[src/rtl/clock_drp_arbiter.sv]
// rtl/clock_drp_arbiter.sv - round-robin arbiter sharing one MMCM DRP port among N_REQ requesters
// Optional DRDY timeout: define CLOCK_DRP_ARB_TIMEOUT_EN.
module clock_drp_arbiter #(
    parameter int N_REQ   = 2,
    parameter int TIMEOUT = 255
) (
    input  logic                  CLK,
    input  logic                  RST,
    input  logic [N_REQ-1:0]      REQ,
    input  logic [N_REQ-1:0]      REQ_WE,
    input  logic [N_REQ*7-1:0]    REQ_ADDR,
    input  logic [N_REQ*16-1:0]   REQ_DIN,
    output logic [N_REQ-1:0]      ACK,
    output logic [15:0]           RSP_DOUT,
    output logic                  RSP_ERR,
    output logic                  BUSY,
    output logic [6:0]            DADDR,
    output logic                  DEN,
    output logic                  DWE,
    output logic [15:0]           DIN,
    input  logic [15:0]           DOUT,
    input  logic                  DRDY
);

    localparam int IW = $clog2(N_REQ);

    if (N_REQ < 2 || N_REQ > 8) begin : g_bad_n_req
        $error("clock_drp_arbiter: N_REQ out of range");
    end
    if (TIMEOUT < 1 || TIMEOUT > 1023) begin : g_bad_timeout
        $error("clock_drp_arbiter: TIMEOUT out of range");
    end

    typedef enum logic [1:0] {
        S_IDLE,
        S_ISSUE,
        S_WAIT,
        S_DONE
    } state_t;

    state_t          state_q;
    state_t          state_next;
    logic [IW-1:0]   last_q;
    logic [IW-1:0]   grant_q;
    logic            we_q;
    logic [IW-1:0]   pick;
    logic            found;
    logic            timeout_hit;

    logic [6:0]      addr_arr [N_REQ];
    logic [15:0]     din_arr  [N_REQ];

    for (genvar g = 0; g < N_REQ; g++) begin : g_unpack
        assign addr_arr[g] = REQ_ADDR[7*g +: 7];
        assign din_arr[g]  = REQ_DIN[16*g +: 16];
    end

    // Scan upward from the requester after the last winner, wrapping modulo N_REQ.
    always_comb begin
        int            j;
        logic [IW-1:0] cand;
        found = 1'b0;
        pick  = '0;
        j     = 0;
        cand  = '0;
        for (int k = 1; k <= N_REQ; k++) begin
            j = int'(last_q) + k;
            if (j >= N_REQ) begin
                j = j - N_REQ;
            end
            cand = j[IW-1:0];
            if (!found && REQ[cand]) begin
                found = 1'b1;
                pick  = cand;
            end
        end
    end

`ifdef CLOCK_DRP_ARB_TIMEOUT_EN
    logic [9:0] wait_cnt;

    always_ff @(posedge CLK) begin
        if (RST) begin
            wait_cnt <= '0;
        end else if (state_q == S_ISSUE) begin
            wait_cnt <= '0;
        end else if (state_q == S_WAIT && !DRDY) begin
            wait_cnt <= wait_cnt + 10'd1;
        end
    end
`endif

    always_ff @(posedge CLK) begin
        if (RST) begin
            state_q <= S_IDLE;
        end else begin
            state_q <= state_next;
        end
    end

    // DRDY wins over the timeout when both land in the same WAIT cycle.
    always_comb begin
        state_next  = state_q;
        timeout_hit = 1'b0;
        case (state_q)
            S_IDLE:  if (found) state_next = S_ISSUE;
            S_ISSUE: state_next = S_WAIT;
            S_WAIT: begin
                if (DRDY) begin
                    state_next = S_DONE;
                end
`ifdef CLOCK_DRP_ARB_TIMEOUT_EN
                else if (wait_cnt == 10'(TIMEOUT)) begin
                    state_next  = S_DONE;
                    timeout_hit = 1'b1;
                end
`endif
            end
            S_DONE:  state_next = S_IDLE;
            default: state_next = S_IDLE;
        endcase
    end

    always_ff @(posedge CLK) begin
        if (RST) begin
            last_q   <= IW'(N_REQ - 1);
            grant_q  <= '0;
            we_q     <= 1'b0;
            ACK      <= '0;
            RSP_DOUT <= '0;
            BUSY     <= 1'b0;
            DADDR    <= '0;
            DEN      <= 1'b0;
            DWE      <= 1'b0;
            DIN      <= '0;
        end else begin
            BUSY <= (state_next != S_IDLE);
            ACK  <= '0;
            DEN  <= 1'b0;
            DWE  <= 1'b0;
            if (state_q == S_IDLE && found) begin
                grant_q <= pick;
                we_q    <= REQ_WE[pick];
                DADDR   <= addr_arr[pick];
                DIN     <= din_arr[pick];
                DEN     <= 1'b1;
                DWE     <= REQ_WE[pick];
            end
            if (state_q == S_WAIT && state_next == S_DONE) begin
                ACK      <= N_REQ'(1) << grant_q;
                RSP_DOUT <= (timeout_hit || we_q) ? 16'h0000 : DOUT;
            end
            if (state_q == S_DONE) begin
                last_q <= grant_q;
            end
        end
    end

`ifdef CLOCK_DRP_ARB_TIMEOUT_EN
    always_ff @(posedge CLK) begin
        if (RST) begin
            RSP_ERR <= 1'b0;
        end else if (state_q == S_WAIT && state_next == S_DONE) begin
            RSP_ERR <= timeout_hit;
        end
    end
`else
    assign RSP_ERR = 1'b0;
`endif

endmodule

[config.mk]
export PLATFORM = sky130hd
export DESIGN_NAME = clock_drp_arbiter
export DESIGN_NICKNAME = d
export VERILOG_FILES = /design/src/rtl/clock_drp_arbiter.sv
export SDC_FILE = /design/constraint.sdc
export NUM_CORES = 1
export LEC_CHECK = 0
export BUFFER_PORTS_ARGS = -buffer_cell sky130_fd_sc_hd__buf_2
export CORE_ASPECT_RATIO = 1.5
export CORE_MARGIN = 3
export CORE_UTILIZATION = 45
export DETAILED_ROUTE_END_ITERATION = 8
export GPL_ROUTABILITY_DRIVEN = 0
export PLACE_DENSITY = 0.83
export SYNTH_ARGS = -nofsm -noshare
export SYNTH_HDL_FRONTEND = slang
export SYNTH_SLANG_ARGS = --single-unit
[constraint.sdc]
create_clock -name CLK -period 2.45 [get_ports CLK]
set_clock_uncertainty 0.15 [all_clocks]
set_input_delay 0.245 -clock CLK [delete_from_list [all_inputs] [get_ports CLK]]
set_output_delay 0.245 -clock CLK [all_outputs]
set_load 0.05 [all_outputs]
==> Word-level counts from Yosys, hierarchy flattened <==
Cells that the tools add are included.
{ "word_totals": {"mem_count": 0, "ram_bits": 0, "latch_bits": 0, "input_bits": 69, "regBits": 49, "mem_bits_ro": 0, "output_inout_bits": 45, "word_cells": 60} }
{ "classes": {"addsub": 4, "multipliers": 0, "eq_ne": 4, "mux": 23, "reduce_logical": 8, "shifts": 1, "n_div": 0, "order_cmp": 6, "bitwise_logic": 3} }
{ "ops": {"columns": ["op", "count"], "rows": [
  ["$mux 16", 4],
  ["$mux 7", 3],
  ["$mux 1", 13],
  ["$pmux 2 s4", 1],
  ["$eq 2x2->1 const B", 3],
  ["$lt 1x2->1 const B", 3],
  ["$ge 2x2->1 const B", 2],
  ["$mux 2", 2],
  ["$reduce_or 2->1", 2],
  ["$add 1x2->3 const B", 1],
  ["$ge 3x2->1 const B", 1],
  ["$logic_and 1x1->1", 3],
  ["$add 1x1->2 const B", 1],
  ["$eq 2x1->1 const B", 1],
  ["$logic_not 2->1", 1],
  ["$not 1->1", 2],
  ["$not 1->2", 1],
  ["$reduce_bool 2->1", 1],
  ["$shl 1x1->2 const A", 1],
  ["$sub 1x1->1 const B", 2],
  ["$logic_not 1->1", 1]
]} }

==> Longest topological paths before layout <==
Gate-level depths: netlist of run 1.
{ "logic_depth": {"ltp_word": 15, "depth_mapped": 7, "mapped_depth_nobuf": 5} }

==> Worst setup path after synthesis of run 1 <==
Ideal clock, no wire load.
{ "synth_timing": {"kind": "reg2reg", "from": "register state_q[0]", "to": "register RSP_DOUT[5]", "required_ns": 2.168, "period_less_slack_ns": 1.828, "setup_time_ns": 0.132, "path_stages_with_launch": 8, "arrival_time_ns": 1.546, "path_slack_ns": 0.622, "path_buffers": 2, "path_cell_list": "dfxtp_1 > inv_1 > ha_1 > or3_1 > clkbuf_2 > buf_2 > nand4_1 > a21oi_1"} }
{ "synth_via": {"elab_chain_len": 4, "word_cells_on_any_way": 9} }
{ "synth_rtl": {"columns": ["element", "line_no", "text"], "rows": [
  ["from (decl)", "41", "state_t state_q;"],
  ["from (signal assigned)", "97", "state_q <= state_next;"],
  ["$eq 2x2->1 (tied with other cells)", "105", "case (state_q)"],
  ["$pmux 2 s4", "105", null],
  ["$eq 2x2->1", "149", "if (state_q == S_WAIT && state_next == S_DONE) begin"],
  ["$logic_and 1x1->1 (*)", "149", null],
  ["to (signal assigned)", "151", "RSP_DOUT <= (timeout_hit || we_q) ? 16'h0000 : DOUT;"],
  ["to (decl)", "14", "output logic [15:0] RSP_DOUT,"]
]} }
Mark *: on every way between the ends. The rest lies on a longest branch, timed or not.
A chain may end at the register's enable or synchronous reset.

==> Worst setup path after layout of run 1 <==
{ "layout_timing": {"from": "register state_q[0]", "to": "register RSP_DOUT[11]"} }
Same word-level chain as after synthesis.

==> results.txt, run 1 <==
Area added between synthesis and finish: 28.9%
Post-synthesis sequential area ratio: 43.9%
Hold_sp: REQ_DIN[6]
CTS clk-pin slew, worst paths: 0.08 ns
Die ar.: 5860 sq um
Residual DRC: 0
Routed length per instance: 13.9 microns
Pleak: 0.00131 uW
Critical-path maximum fanout: 18
Worst min-delay path category: in -> reg
Chip width: 63.5 microns
Reg-to-reg setup timing slack: 0.31 ns
Reg2reg path depth: 5
Worst-Skew Late Latency: 0.29 ns
Worst-Margin Slew: 0.933 ns
# clock sinks: 49
Non-filler cells in the finished layout: 404
Min cycle time layout: 2.14 ns
Final WL: 5600 microns
Ys async rst share: 0%
Starting density of the core: 48.0%
DP Wirelength: 4070 microns
Gr usage total: 19.1%
I/O pin count: 114
Row Count: 30
Max-cap violations: 0
Crit path launch type: register
Critical path arrival: 2.21 ns
Antenna violation net count after detailed routing: 0
WS Path Type: reg -> reg
Final Hold Fails: 0
Worst hold path cell count: 3
Pwr dens: 1050 nW/um^2
RSZ-0062 raised after global routing: false
Final period utilization: 87.2%
F_max: 468 MHz
Clock root buffer master: clkbuf_8
Final TNS setup: 0 ns
Slew headroom: 37.6%
Area of placed instances: 2780 sq um
Crit. End Element: register
Detailed Route Iter0 Violations: 143
Vias: 2147
N_diodes: 0
Max incr delay on CP: 0.79 ns
H-tree Lvls: 2
Largest net degree at the start of global routing: 49
Yosys Warn Count: 0
First-pass GRT wire length: 9170 microns
Setup crit start: state_q[0]
CTS tree: done
Worst vdd ir: 0.000587 V
Status: completed
Vias in the first global route: 2019
Post-CTS Setup Bufs: 0
Yosys top cell by area: dfxtp_1
Longest Clk Path Bufs: 2
Synthesized cell area: 2230 sq um
Placed Instances: 396
Vias/cell: 5.31
Reg-to-Reg End: RSP_DOUT[11]
Die Y-Extent: 92.3 microns
Largest delay contributor family on the critical path: simple AND/OR/NAND/NOR gates
Area share of the largest cell type after synthesis: 43.9%
DRT Pass-1 Iters: 4
Final instance area: 2880 sq um
Grt total ovfl: 0
Syn Nets: 313
Hold Crit Endpoint: DIN[6]
Initial antenna violation count: 0
Top_reg_cell synth: dfxtp_1
Reg-to-Reg Start: state_q[0]
Synth Instances: 240
Synth unique cells: 30
Cts hold-fix bufs: 0
Pins Over Slew Limit: 0
Commonest cells after routing, fill and taps aside: 112 x buf_2, 49 x dfxtp_1, 41 x a21oi_1
Fillers: 440
PortBufs: 112
WP data required: 2.52 ns
Top post-synthesis cells by area: dfxtp_1 44%, mux2i_1 11%, a21oi_1 9.2%
Core area: 4650 sq um
Critical-path top delay cell: nor4b_4
CP Cell Sequence: inv_1, ha_1, nor4b_4, o31ai_1, a21oi_1
Quantity of gates resized following cts: 0
FF+latch count, synth: 49
Share of layout cells above drive strength 1: 37.1%
Setup Viol. Count Final: 0
Syn_area_per_cell: 9.31 sq um
Final net count: 412
Count of flip-flops with a built-in enable after synthesis: 0
Clock buffer count from CTS: 5
Commonest non-fill, non-tap cell in the layout: buf_2
CP bufs+invs: 1
==> through the flow <==
step,hold slack [ns],worst slack (ns),utilization [%],total power (uW)
floorplan,0.174,0.622,-,2230
finish,0.0940,0.313,61.9,3040
detailed placement,0.306,0.299,59.7,2550
CTS,0.0766,0.282,61.9,3060
global route,0.0867,0.0954,61.9,3240
global placement,0.298,0.422,59.7,2510
==> power breakdown <==
group	internal, uW	switching (uW)
sequential	983	123
combinational	367	1060
clock	255	250
==> kinds of logic after synthesis <==
group                    synth area share, %
flip-flops                              43.9
other                                  0.168
buffers and inverters                   7.06
multiplexers                            11.2
adder cells (fa/ha/maj)                 2.24
AND/OR/NAND/NOR                         13.7
AO/OA/AOI/OAI                           21.7
==> metal layers <==
| layer | part of all wire, % | global-route usage [%] | wire length, microns |
|---|---|---|---|
| met4 | 0.91 | 4.68 | 51 |
| met1 | 41 | 22.1 | 2270 |
| met3 | 6.8 | 4.41 | 382 |
| met5 | 0 | 0 | 0 |
| met2 | 52 | 34.7 | 2890 |
==> flip-flops by register name (all words and copies together) (netlist names) <==
register and cells:
state_q 2, DIN 16, grant_q 1, DWE 1
ACK 2, we_q 1, BUSY 1, RSP_DOUT 16
last_q 1, DADDR 7, DEN 1
==> cell usage after synthesis (2+ instances only) <==
| cell | n |
|---|---|
| nand2_1 | 3 |
| a21oi_1 | 41 |
| dfxtp_1 | 49 |
| o21a_1 | 2 |
| o31ai_1 | 16 |
| buf_1 | 2 |
| nor2_1 | 3 |
| ha_1 | 4 |
| inv_1 | 4 |
| o21ai_0 | 26 |
| nor2b_1 | 17 |
| buf_6 | 3 |
| clkbuf_1 | 9 |
| nand4_1 | 16 |
| mux2i_1 | 25 |
| buf_4 | 5 |
| buf_2 | 2 |
==> cell type report <==
cell class	count	area (sq um)	area share (%)
multi-input cells	164	1110	38.4
flip-flops and latches	49	981	34.1
repair buffers	115	596	20.7
clock buffers	7	96.3	3.35
well taps	64	80.1	2.78
inverters	4	15.0	0.522
clock inverters	1	5.00	0.174
==> how the worst max path moves through the flow <==
stage,end,slack [ns],cells past startpoint
detailed placement,RSP_DOUT[4],0.30,5
global route,RSP_DOUT[9],0.1,5
floorplan,RSP_DOUT[5],0.62,7
finish,RSP_DOUT[11],0.31,5
global placement,BUSY,0.42,5
CTS,RSP_DOUT[4],0.28,5
==> tightest hold or removal path, cell delays in order <==
cell,delay (ns)
buf_2,0.08
mux2i_1,0.05
a21oi_1,0.12
No activity file was read; power rests on OpenSTA's default activity.
==> inputs of run 2 (changes only) <==
Settings changed: CELL_PAD_IN_SITES_DETAIL_PLACEMENT from default to 2, CELL_PAD_IN_SITES_GLOBAL_PLACEMENT from default to 2, CORE_UTILIZATION 45 to 25.
==> results.txt, run 2 (synthesized netlist as in run 1, its figures left out) <==
Status: completed
RSZ-0062 raised after global routing: false
Clock root buffer master: clkbuf_16
I/O pin count: 114
Largest net degree at the start of global routing: 49
Vias/cell: 4.92
Commonest cells after routing, fill and taps aside: 112 x buf_2, 49 x dfxtp_1, 41 x a21oi_1
Slew headroom: 40.8%
Chip width: 83.2 microns
Core area: 8570 sq um
Post-CTS Setup Bufs: 0
Vias: 2206
Crit path launch type: register
Dpl ws: 0.297 ns
Final WL: 7380 microns
DRT Pass-1 Iters: 4
Routed length per instance: 16.5 microns
Worst vdd ir: 0.000435 V
Antenna violation net count after detailed routing: 0
Worst min-delay path category: in -> reg
# clock sinks: 49
Row Count: 41
Crit. End Element: register
DP Wirelength: 5590 microns
Max-cap violations: 0
Residual DRC: 0
Clock buffer count from CTS: 5
Power Total: 3470 uW
Setup Viol. Count Final: 0
Reg2reg path depth: 5
Worst-Margin Slew: 0.884 ns
Commonest non-fill, non-tap cell in the layout: buf_2
WS Path Type: reg -> reg
Min cycle time layout: 2.15 ns
Final TNS setup: 0 ns
Gr usage total: 14.9%
Worst-Skew Late Latency: 0.29 ns
Starting density of the core: 26.1%
Final period utilization: 87.6%
Reg-to-Reg End: RSP_DOUT[13]
N_diodes: 0
First-pass GRT wire length: 12000 microns
Reg-to-Reg Start: state_q[0]
WP data required: 2.52 ns
Share of layout cells above drive strength 1: 37.2%
F_max: 466 MHz
Reg-to-reg setup timing slack: 0.30 ns
Vias in the first global route: 2351
Final Hold Fails: 0
Critical Path Sink: RSP_DOUT[13]
Critical-path maximum fanout: 18
Pins Over Slew Limit: 0
Grt total ovfl: 0
Quantity of gates resized following cts: 0
Fillers: 1013
Die Y-Extent: 122 microns
H-tree Lvls: 2
Detailed Route Iter0 Violations: 49
Final net count: 413
Setup crit start: state_q[0]
Longest Clk Path Bufs: 2
Critical path arrival: 2.22 ns
Initial antenna violation count: 0
Hold Slack: 0.0951 ns
Area added between synthesis and finish: 35.6%
Pwr dens: 1150 nW/um^2
Top Registers: DIN (16), RSP_DOUT (16), DADDR (7)
Final instance area: 3030 sq um
PortBufs: 112
Cts hold-fix bufs: 0
CTS tree: done
Area of placed instances: 2840 sq um
Die ar.: 10100 sq um
Pleak: 0.00135 uW
CTS clk-pin slew, worst paths: 0.07 ns
Fin worst setup slack: 0.304 ns
==> run 2: cell types whose count changed in the layout (fill, tap and decap cells not counted) <==
cell,delta
buf_4,+1
bufinv_16,+2
clkbuf_8,-7
clkbuf_16,+5
==> run 2: worst min path at each step <==
stage	startpoint	endpoint	slack (ns)	depth (start not counted)
6_report	REQ_ADDR[1]	DADDR[1]	0.1	3
5_1_grt	REQ_ADDR[8]	DADDR[1]	0.11	3
4_1_cts	REQ_ADDR[1]	DADDR[1]	0.09	3
3_5_place_dp	RSP_DOUT[6]	RSP_DOUT[6]	0.32	2
3_3_place_gp	RSP_DOUT[4]	RSP_DOUT[4]	0.30	2
2_1_floorplan	RST	DWE	0.17	1
==> run 2: metal layers <==
layer	up-vias	global-route usage (%)	wire length [microns]
met5	-	0	0
met4	0	5.01	106
met3	6	3.92	474
met2	72	28.9	4090
met1	1051	15.3	2710
li1	1077	-	-
==> run 2: critical path, stage by stage (launching register included) <==
cell     delay (ns)
dfxtp_1        0.39
inv_1          0.14
ha_1           0.25
nor4b_4        0.76
o31ai_1        0.22
a21oi_1        0.16
==> run 2: cell type report <==
class                           instances  area, sq um  share of cell area [%]
Sequential cell                        49          981                    32.4
Inverter                                4         15.0                   0.496
Clock buffer                            5          125                    4.13
Multi-Input combinational cell        164         1110                    36.5
Clock inverter                          3         65.1                    2.15
Tap cell                              107          134                    4.42
Timing Repair Buffer                  116          603                    19.9
==> run 2: per-stage QoR <==
stage	instances	util, %
finish	448	35.4
global route	448	35.4
CTS	448	35.4
detailed placement	440	33.1
global placement	440	33.1
floorplan	240	-
==> run 2: report_power, final <==
| group | switching (uW) | internal (uW) | total [uW] |
|---|---|---|---|
| sequential | 123 | 984 | 1110 |
| combinational | 1100 | 373 | 1470 |
| clock | 307 | 583 | 890 |
